===== config.mk =====
export PLATFORM = sky130hd
export DESIGN_NAME = uart_tx_buffered
export DESIGN_NICKNAME = d
export VERILOG_FILES = /design/src/rtl/uart_pkg.sv /design/src/rtl/uart_fifo.sv /design/src/rtl/uart_tx_buffered.sv
export SDC_FILE = /design/constraint.sdc
export NUM_CORES = 1
export LEC_CHECK = 0
export ABC_AREA = 1
export CORE_MARGIN = 2
export CORE_UTILIZATION = 55
export DETAILED_ROUTE_END_ITERATION = 16
export PLACE_DENSITY = 0.74
export SYNTH_ARGS = -nofsm -noshare
export SYNTH_HDL_FRONTEND = slang
export SYNTH_SLANG_ARGS = --single-unit

===== constraint.sdc =====
create_clock -name i_clk -period 5.19 [get_ports i_clk]
set_input_delay 0.519 -clock i_clk [delete_from_list [all_inputs] [get_ports i_clk]]
set_output_delay 0.519 -clock i_clk [all_outputs]
set_load 0.02 [all_outputs]

===== src/rtl/uart_pkg.sv =====
// uart_pkg: shared UART constants and FSM state encodings (tx and rx).
// Default bit-time and width constants live here so both directions agree.
package uart_pkg;

    localparam int DEF_WIDTH_DATA = 8;
    localparam int DEF_NB_STOP    = 2;
    localparam int DEF_CLK_SIZE   = 434;
    localparam int DEF_WIDTH_CLK  = 9;
    localparam int DEF_FIFO_DEPTH = 4;
    localparam int DEF_WIDTH_PTR  = 2;

    typedef enum logic [2:0] {
        ST_IDLE,
        ST_START,
        ST_DATA,
        ST_PARITY,
        ST_STOP
    } uart_state_e;

endpackage


===== src/rtl/uart_fifo.sv =====
// uart_fifo: synchronous FIFO, WIDTH_DATA x FIFO_DEPTH, with full/empty/count.
// A push into a full FIFO is taken only when a pop happens the same cycle.
module uart_fifo
    import uart_pkg::*;
#(
    parameter int WIDTH_DATA = DEF_WIDTH_DATA,
    parameter int FIFO_DEPTH = DEF_FIFO_DEPTH,
    parameter int WIDTH_PTR  = DEF_WIDTH_PTR
) (
    input  logic                  i_clk,
    input  logic                  i_rst,
    input  logic                  i_push,
    input  logic                  i_pop,
    input  logic [WIDTH_DATA-1:0] i_data,
    output logic [WIDTH_DATA-1:0] o_data,
    output logic                  o_full,
    output logic                  o_empty,
    output logic [WIDTH_PTR:0]    o_count
);

    localparam logic [WIDTH_PTR:0] DEPTH_C = (WIDTH_PTR+1)'(FIFO_DEPTH);

    logic [WIDTH_DATA-1:0] mem_q [FIFO_DEPTH];
    logic [WIDTH_PTR-1:0]  wptr_q, wptr_d;
    logic [WIDTH_PTR-1:0]  rptr_q, rptr_d;
    logic [WIDTH_PTR:0]    cnt_q, cnt_d;
    logic                  push_ok;
    logic                  pop_ok;

    assign o_full  = (cnt_q == DEPTH_C);
    assign o_empty = (cnt_q == '0);
    assign o_count = cnt_q;
    assign o_data  = mem_q[rptr_q];
    assign pop_ok  = i_pop && !o_empty;
    assign push_ok = i_push && (!o_full || pop_ok);

    // Pointer and occupancy next-state; pointers wrap naturally.
    always_comb begin
        wptr_d = wptr_q;
        rptr_d = rptr_q;
        cnt_d  = cnt_q;
        if (push_ok) wptr_d = wptr_q + WIDTH_PTR'(1);
        if (pop_ok)  rptr_d = rptr_q + WIDTH_PTR'(1);
        cnt_d = cnt_q + (WIDTH_PTR+1)'(push_ok) - (WIDTH_PTR+1)'(pop_ok);
    end

    // Pointer and count registers.
    always_ff @(posedge i_clk or posedge i_rst) begin
        if (i_rst) begin
            wptr_q <= '0;
            rptr_q <= '0;
            cnt_q  <= '0;
        end else begin
            wptr_q <= wptr_d;
            rptr_q <= rptr_d;
            cnt_q  <= cnt_d;
        end
    end

    // Storage array; contents need no reset.
    always_ff @(posedge i_clk) begin
        if (push_ok) mem_q[wptr_q] <= i_data;
    end

endmodule


===== src/rtl/uart_tx_buffered.sv =====
// uart_tx_buffered: FIFO-buffered UART transmitter, start + data LSB-first + stop.
// Define UART_TX_PARITY_EN to insert an even-parity bit after the data bits.
module uart_tx_buffered
    import uart_pkg::*;
#(
    parameter int WIDTH_DATA = DEF_WIDTH_DATA,
    parameter int NB_STOP    = DEF_NB_STOP,
    parameter int CLK_SIZE   = DEF_CLK_SIZE,
    parameter int WIDTH_CLK  = DEF_WIDTH_CLK,
    parameter int FIFO_DEPTH = DEF_FIFO_DEPTH,
    parameter int WIDTH_PTR  = DEF_WIDTH_PTR
) (
    input  logic                  i_clk,
    input  logic                  i_rst,
    input  logic                  i_we,
    input  logic [WIDTH_DATA-1:0] i_data,
    output logic                  o_full,
    output logic                  o_mty,
    output logic                  o_busy,
    output logic                  o_tx
);

    localparam int BIT_MAX = (WIDTH_DATA > NB_STOP) ? WIDTH_DATA : NB_STOP;
    localparam int BIT_W   = $clog2(BIT_MAX + 1);
    localparam logic [BIT_W-1:0] LAST_DATA = BIT_W'(WIDTH_DATA - 1);
    localparam logic [BIT_W-1:0] LAST_STOP = BIT_W'(NB_STOP - 1);
    localparam logic [WIDTH_CLK-1:0] TICK_AT = WIDTH_CLK'(CLK_SIZE - 1);

    uart_state_e           state_q, state_d;
    logic [WIDTH_CLK-1:0]  cnt_q, cnt_d;
    logic [WIDTH_DATA-1:0] sr_q, sr_d;
    logic [BIT_W-1:0]      bit_q, bit_d;
    logic                  tx_q, tx_d;
`ifdef UART_TX_PARITY_EN
    logic                  par_q, par_d;
`endif
    logic                  pop;
    logic                  tick;
    logic                  f_empty;
    logic [WIDTH_DATA-1:0] f_data;
    logic [WIDTH_PTR:0]    f_count;

    uart_fifo #(
        .WIDTH_DATA (WIDTH_DATA),
        .FIFO_DEPTH (FIFO_DEPTH),
        .WIDTH_PTR  (WIDTH_PTR)
    ) u_fifo (
        .i_clk   (i_clk),
        .i_rst   (i_rst),
        .i_push  (i_we),
        .i_pop   (pop),
        .i_data  (i_data),
        .o_data  (f_data),
        .o_full  (o_full),
        .o_empty (f_empty),
        .o_count (f_count)
    );

    assign tick   = (cnt_q == TICK_AT);
    assign o_tx   = tx_q;
    assign o_busy = (state_q != ST_IDLE);
    assign o_mty  = (f_count == '0) && (state_q == ST_IDLE);

    // Frame sequencer and baud counter next-state; a frame is loaded
    // from the FIFO either from IDLE or straight out of the last stop bit.
    always_comb begin
        state_d = state_q;
        cnt_d   = cnt_q;
        sr_d    = sr_q;
        bit_d   = bit_q;
        tx_d    = tx_q;
        pop     = 1'b0;
`ifdef UART_TX_PARITY_EN
        par_d   = par_q;
`endif
        if (state_q != ST_IDLE) begin
            cnt_d = tick ? '0 : cnt_q + WIDTH_CLK'(1);
        end
        unique case (state_q)
            ST_IDLE: begin
                if (!f_empty) begin
                    pop     = 1'b1;
                    sr_d    = f_data;
                    tx_d    = 1'b0;
                    cnt_d   = '0;
                    bit_d   = '0;
                    state_d = ST_START;
`ifdef UART_TX_PARITY_EN
                    par_d   = ^f_data;
`endif
                end
            end
            ST_START: begin
                if (tick) begin
                    tx_d    = sr_q[0];
                    state_d = ST_DATA;
                end
            end
            ST_DATA: begin
                if (tick) begin
                    if (bit_q == LAST_DATA) begin
                        bit_d = '0;
`ifdef UART_TX_PARITY_EN
                        tx_d    = par_q;
                        state_d = ST_PARITY;
`else
                        tx_d    = 1'b1;
                        state_d = ST_STOP;
`endif
                    end else begin
                        sr_d  = sr_q >> 1;
                        tx_d  = sr_d[0];
                        bit_d = bit_q + BIT_W'(1);
                    end
                end
            end
`ifdef UART_TX_PARITY_EN
            ST_PARITY: begin
                if (tick) begin
                    tx_d    = 1'b1;
                    state_d = ST_STOP;
                end
            end
`endif
            ST_STOP: begin
                if (tick) begin
                    bit_d = bit_q + BIT_W'(1);
                    if (bit_q == LAST_STOP) begin
                        bit_d = '0;
                        if (!f_empty) begin
                            pop     = 1'b1;
                            sr_d    = f_data;
                            tx_d    = 1'b0;
                            state_d = ST_START;
`ifdef UART_TX_PARITY_EN
                            par_d   = ^f_data;
`endif
                        end else begin
                            state_d = ST_IDLE;
                        end
                    end
                end
            end
            default: begin
                state_d = ST_IDLE;
                tx_d    = 1'b1;
            end
        endcase
    end

    // Sequencer state, shifter, baud counter and registered line.
    always_ff @(posedge i_clk or posedge i_rst) begin
        if (i_rst) begin
            state_q <= ST_IDLE;
            cnt_q   <= '0;
            sr_q    <= '0;
            bit_q   <= '0;
            tx_q    <= 1'b1;
`ifdef UART_TX_PARITY_EN
            par_q   <= 1'b0;
`endif
        end else begin
            state_q <= state_d;
            cnt_q   <= cnt_d;
            sr_q    <= sr_d;
            bit_q   <= bit_d;
            tx_q    <= tx_d;
`ifdef UART_TX_PARITY_EN
            par_q   <= par_d;
`endif
        end
    end

endmodule


==> tab_implementation.tex <==
\begin{tabular}{lr}
\hline
Metric & Value \\
\hline
\multicolumn{2}{l}{\textbf{Synth}} \\
\quad Sequential area share after synthesis & 55.5\% \\
\quad Yosys reg bits & 64 \\
\quad EDFF count, synth & 32 \\
\quad Post-synth design cell area & 3180 um\^{}2 \\
\quad Dominant cells by area after synthesis & edfxtp\_1 (30\%), dfrtp\_1 (24\%), nand2\_1 (13\%) \\
\quad Total number of yosys warnings & 0 \\
\quad Synth Instances & around 340 \\
\quad Multiplexer share of the synthesized area & 0\% \\
\quad Commonest register cell after synthesis & edfxtp\_1 \\
\quad Net count after synthesis & 359 \\
\quad Post-synth ARST share & between 50\% and 60\% \\
\quad Combinational family with the most area after synthesis & simple AND/OR/NAND/NOR gates \\
\quad Area share of xor/xnor cells in the synthesized design & 2.20\% \\
\quad Cell taking the most area after synthesis & edfxtp\_1 \\
\quad Area share of the leading cell type in the synthesized netlist & 30.2\% \\
\quad Post-synth cell types & 32 \\
\quad Post-Synth Adder-Cell Area & under 10\% \\
\quad Average instance area after synthesis & roughly 9.4 um\^{}2 \\
\quad Post-synthesis share of cell area spent on and, or, nand and nor gates & between 20\% and 30\% \\
\quad Synth Area in Compound Gates & approximately 3.9\% \\
\multicolumn{2}{l}{\textbf{Clock network}} \\
\quad Count of instances resized after the clock tree is built & 0 \\
\quad Clock tree buffer depth & 2 \\
\quad Sinks on the clock net & 64 \\
\quad Clock-pin slew on the worst setup and hold paths & $\sim$0.070 ns \\
\quad CTS tree & done \\
\quad Clock tree root buffer cell & clkbuf\_8 \\
\quad Skew-Pair Late Insertion Delay & approximately 0.34 ns \\
\quad Count of hold buffers inserted by post-cts repair & 0 \\
\quad Post-CTS setup buffer count & 0 \\
\quad H-tree lvl count & 3 \\
\quad Total clock buffers created by CTS & 9 \\
\multicolumn{2}{l}{\textbf{STA}} \\
\quad Setup repair after global routing missed its margin & no \\
\quad Setup clock skew after layout & around 0.013 ns \\
\quad Final Hold Vio Count & 0 \\
\quad Max-slew violation count & 0 \\
\quad Fmax achieved & between 0.3 and 0.4 GHz \\
\quad Slew at the pin closest to its max-slew limit & 0.814 ns \\
\quad Total of endpoints with negative setup slack in the final report & 0 \\
\quad Fin Setup TNS & 0 ns \\
\quad Hold WS & approximately 0.47 ns \\
\quad Portion of the clock cycle consumed by the worst path in the final layout & 48.4\% \\
\quad Worst max-slew margin expressed relative to the limit & 45.5\% \\
\quad Post-layout minimum cycle time & around 2.5 ns \\
\multicolumn{2}{l}{\textbf{Job}} \\
\quad Max-capacitance violation count & 0 \\
\multicolumn{2}{l}{\textbf{Global routing}} \\
\quad Wire length of the first global-routing pass & just under 10000 um \\
\quad Vias in the first global route & roughly 2100 \\
\quad Total global routing track utilization & between 20\% and 30\% \\
\quad Final global-route overflow total & 0 \\
\quad Pin count of the biggest net entering global routing & 33 \\
\quad Initial antenna violation count & 0 \\
\multicolumn{2}{l}{\textbf{Cells and area}} \\
\quad Multi-input logic area & about 1200 um\^{}2 \\
\quad Layout Area Growth over Synthesis & 13.1\% \\
\quad Proportion of layout cells with a drive suffix above 1 & around an eighth \\
\quad Cell area after layout & around 3600 um\^{}2 \\
\quad Register area & approximately 1800 um\^{}2 \\
\quad Fillers & between 400 and 500 \\
\quad Final core area utilization & between 60\% and 70\% \\
\quad Number of antenna diodes & 0 \\
\quad Final-stage net count & around 380 \\
\quad Filler-free cell count of the finished design & 434 \\
\multicolumn{2}{l}{\textbf{Placed design}} \\
\quad Final HPWL DP & between 4000 and 5000 um \\
\quad Port-buffer cells & 14 \\
\quad Total instance count after detailed placement & between 400 and 500 \\
\quad Standard cell area after detailed placement & roughly 3400 um\^{}2 \\
\quad Final estimated routing congestion in global placement & 0.848 \\
\multicolumn{2}{l}{\textbf{Critical path}} \\
\quad CP required & approximately 4.7 ns \\
\quad Critical path class & flip-flop to output port \\
\quad Critical-path maximum fanout & 8 \\
\quad Data arrival time of the critical path & about 2.0 ns \\
\quad Kind of capture point of the worst setup path & output port \\
\quad Kind of start point of the critical path & flip-flop \\
\multicolumn{2}{l}{\textbf{Floorplanning}} \\
\quad Initial core utilization & 57.4\% \\
\quad Io pins & 15 \\
\quad Horizontal die dimension & roughly 80 um \\
\quad Die extent in y & around 80 um \\
\quad Site Rows & 27 \\
\quad Area of the die & roughly 6400 um\^{}2 \\
\quad Standard cell core area & 5540 um\^{}2 \\
\multicolumn{2}{l}{\textbf{Route}} \\
\quad Number of detailed-routing iterations run before antenna repair & 4 \\
\quad Vias after detailed routing & approximately 2200 \\
\quad Antenna Violating Nets Remaining & 0 \\
\quad Via density per instance & approximately 5.1 \\
\quad Routed length per placed instance & between 10 and 15 um \\
\quad Post-Route WL & $\sim$5600 um \\
\quad Number of DRC markers after the initial detailed-route iteration & 98 \\
\quad Total DRC errors in the routed layout & 0 \\
\multicolumn{2}{l}{\textbf{Run status}} \\
\quad Outcome & finished clean \\
\multicolumn{2}{l}{\textbf{Hold path}} \\
\quad Classification of the worst-slack hold path & flip-flop to flip-flop \\
\multicolumn{2}{l}{\textbf{Pwr}} \\
\quad Total power divided by cell area & 573 nW/um\^{}2 \\
\quad Worst IR Drop VDD & approximately 0.00027 V \\
\quad Lkg Pwr & between 1.5 and 2 nW \\
\hline
\end{tabular}
==> flip-flops by register name, summed over array words and instances (netlist names) <==
signal,flops
o_tx,1
sr_q,8
u_fifo.wptr_q,2
state_q,3
u_fifo.rptr_q,2
bit_q,4
cnt_q,9
u_fifo.mem_q,32
u_fifo.o_count,3
==> path summary, 6_finish.rpt <==
path	cells past startpoint	endpoint	slack, ns	startpoint
setup / recovery	4	o_mty	2.68	state_q[1]$_DFFE_PP0P_
hold / removal	2	sr_q[0]$_DFFE_PP0P_	0.47	sr_q[0]$_DFFE_PP0P_
setup reg to reg	14	u_fifo.o_count[2]$_DFF_PP0_	2.90	cnt_q[1]$_DFF_PP0_
hold reg to reg	2	sr_q[0]$_DFFE_PP0P_	0.47	sr_q[0]$_DFFE_PP0P_
max in group asynchronous	3	o_tx$_DFFE_PP1P_	4.28	i_rst
min in group asynchronous	3	cnt_q[1]$_DFF_PP0_	0.58	i_rst
==> layout make-up <==
cell class / count / area share, %
Clock buffer: 9 / 3.44
Multi-Input combinational cell: 229 / 34.3
Sequential cell: 64 / 49.0
Inverter: 38 / 3.97
Timing Repair Buffer: 15 / 4.11
Tap cell: 72 / 2.51
Clock inverter: 7 / 2.64
==> routing by layer <==
metal | track usage [%] | vias to the layer above | share of wire, %
met5 | 0 | - | 0
met4 | 8.14 | 0 | 1.2
met3 | 6.33 | 8 | 3.7
met2 | 33.6 | 34 | 49
met1 | 25.4 | 1013 | 46
li1 | - | 1146 | -
==> Yosys cell counts (6+ instances only) <==
master,count
nand2_1,106
nand3_1,41
edfxtp_1,32
dfrtp_1,31
inv_1,29
nor2_1,16
ha_1,10
inv_2,7
xor2_1,7
nand2_2,6
o21ai_0,6
==> where the power goes <==
group	switching, mW	internal (mW)
clock	0.192	0.271
sequential	0.107	0.686
combinational	0.517	0.288
==> critical path: stages, from the launching register on <==
cell,delay [ns]
dfrtp_1,0.46
nor2_4,0.22
nand2_4,0.15
nor2_8,0.20
clkdlybuf4s50_1,0.63
==> stage by stage <==
stage / power, mW / worst slack (ns)
6_report: 2.06 / 2.68
4_1_cts: 2.08 / 2.66
2_1_floorplan: 1.44 / 3.04
5_1_grt: 2.24 / 2.58
3_3_place_gp: 1.59 / 2.96
3_5_place_dp: 1.61 / 2.91
==> kinds of logic (layout without fill, tap and decap cells) <==
family                     after synthesis  count (layout)
and+or+nand+nor                        190             190
DFF                                     64              64
buffers and inverters                   44              69
AOI/OAI and AO/OA                       20              20
adders and majority gates               11              11
xor gates and xnor gates                 8               8
==> layout by cell type, fill, tap and decap left out, types with 3 or more instances in the layout <==
cell type and n:
nand2_1 106, nand3_1 41, edfxtp_1 32, dfrtp_1 31, inv_1 29, nor2_1 16, clkdlybuf4s50_1 14, ha_1 10
clkbuf_8 9, inv_2 7, xor2_1 7, nand2_2 6, o21ai_0 6, nand4_1 5, o22ai_1 5, nor2_2 4
a21oi_1 4, nand2_4 3, o21ai_1 3, clkinv_1 3
Power figures use the tool's default switching activity.
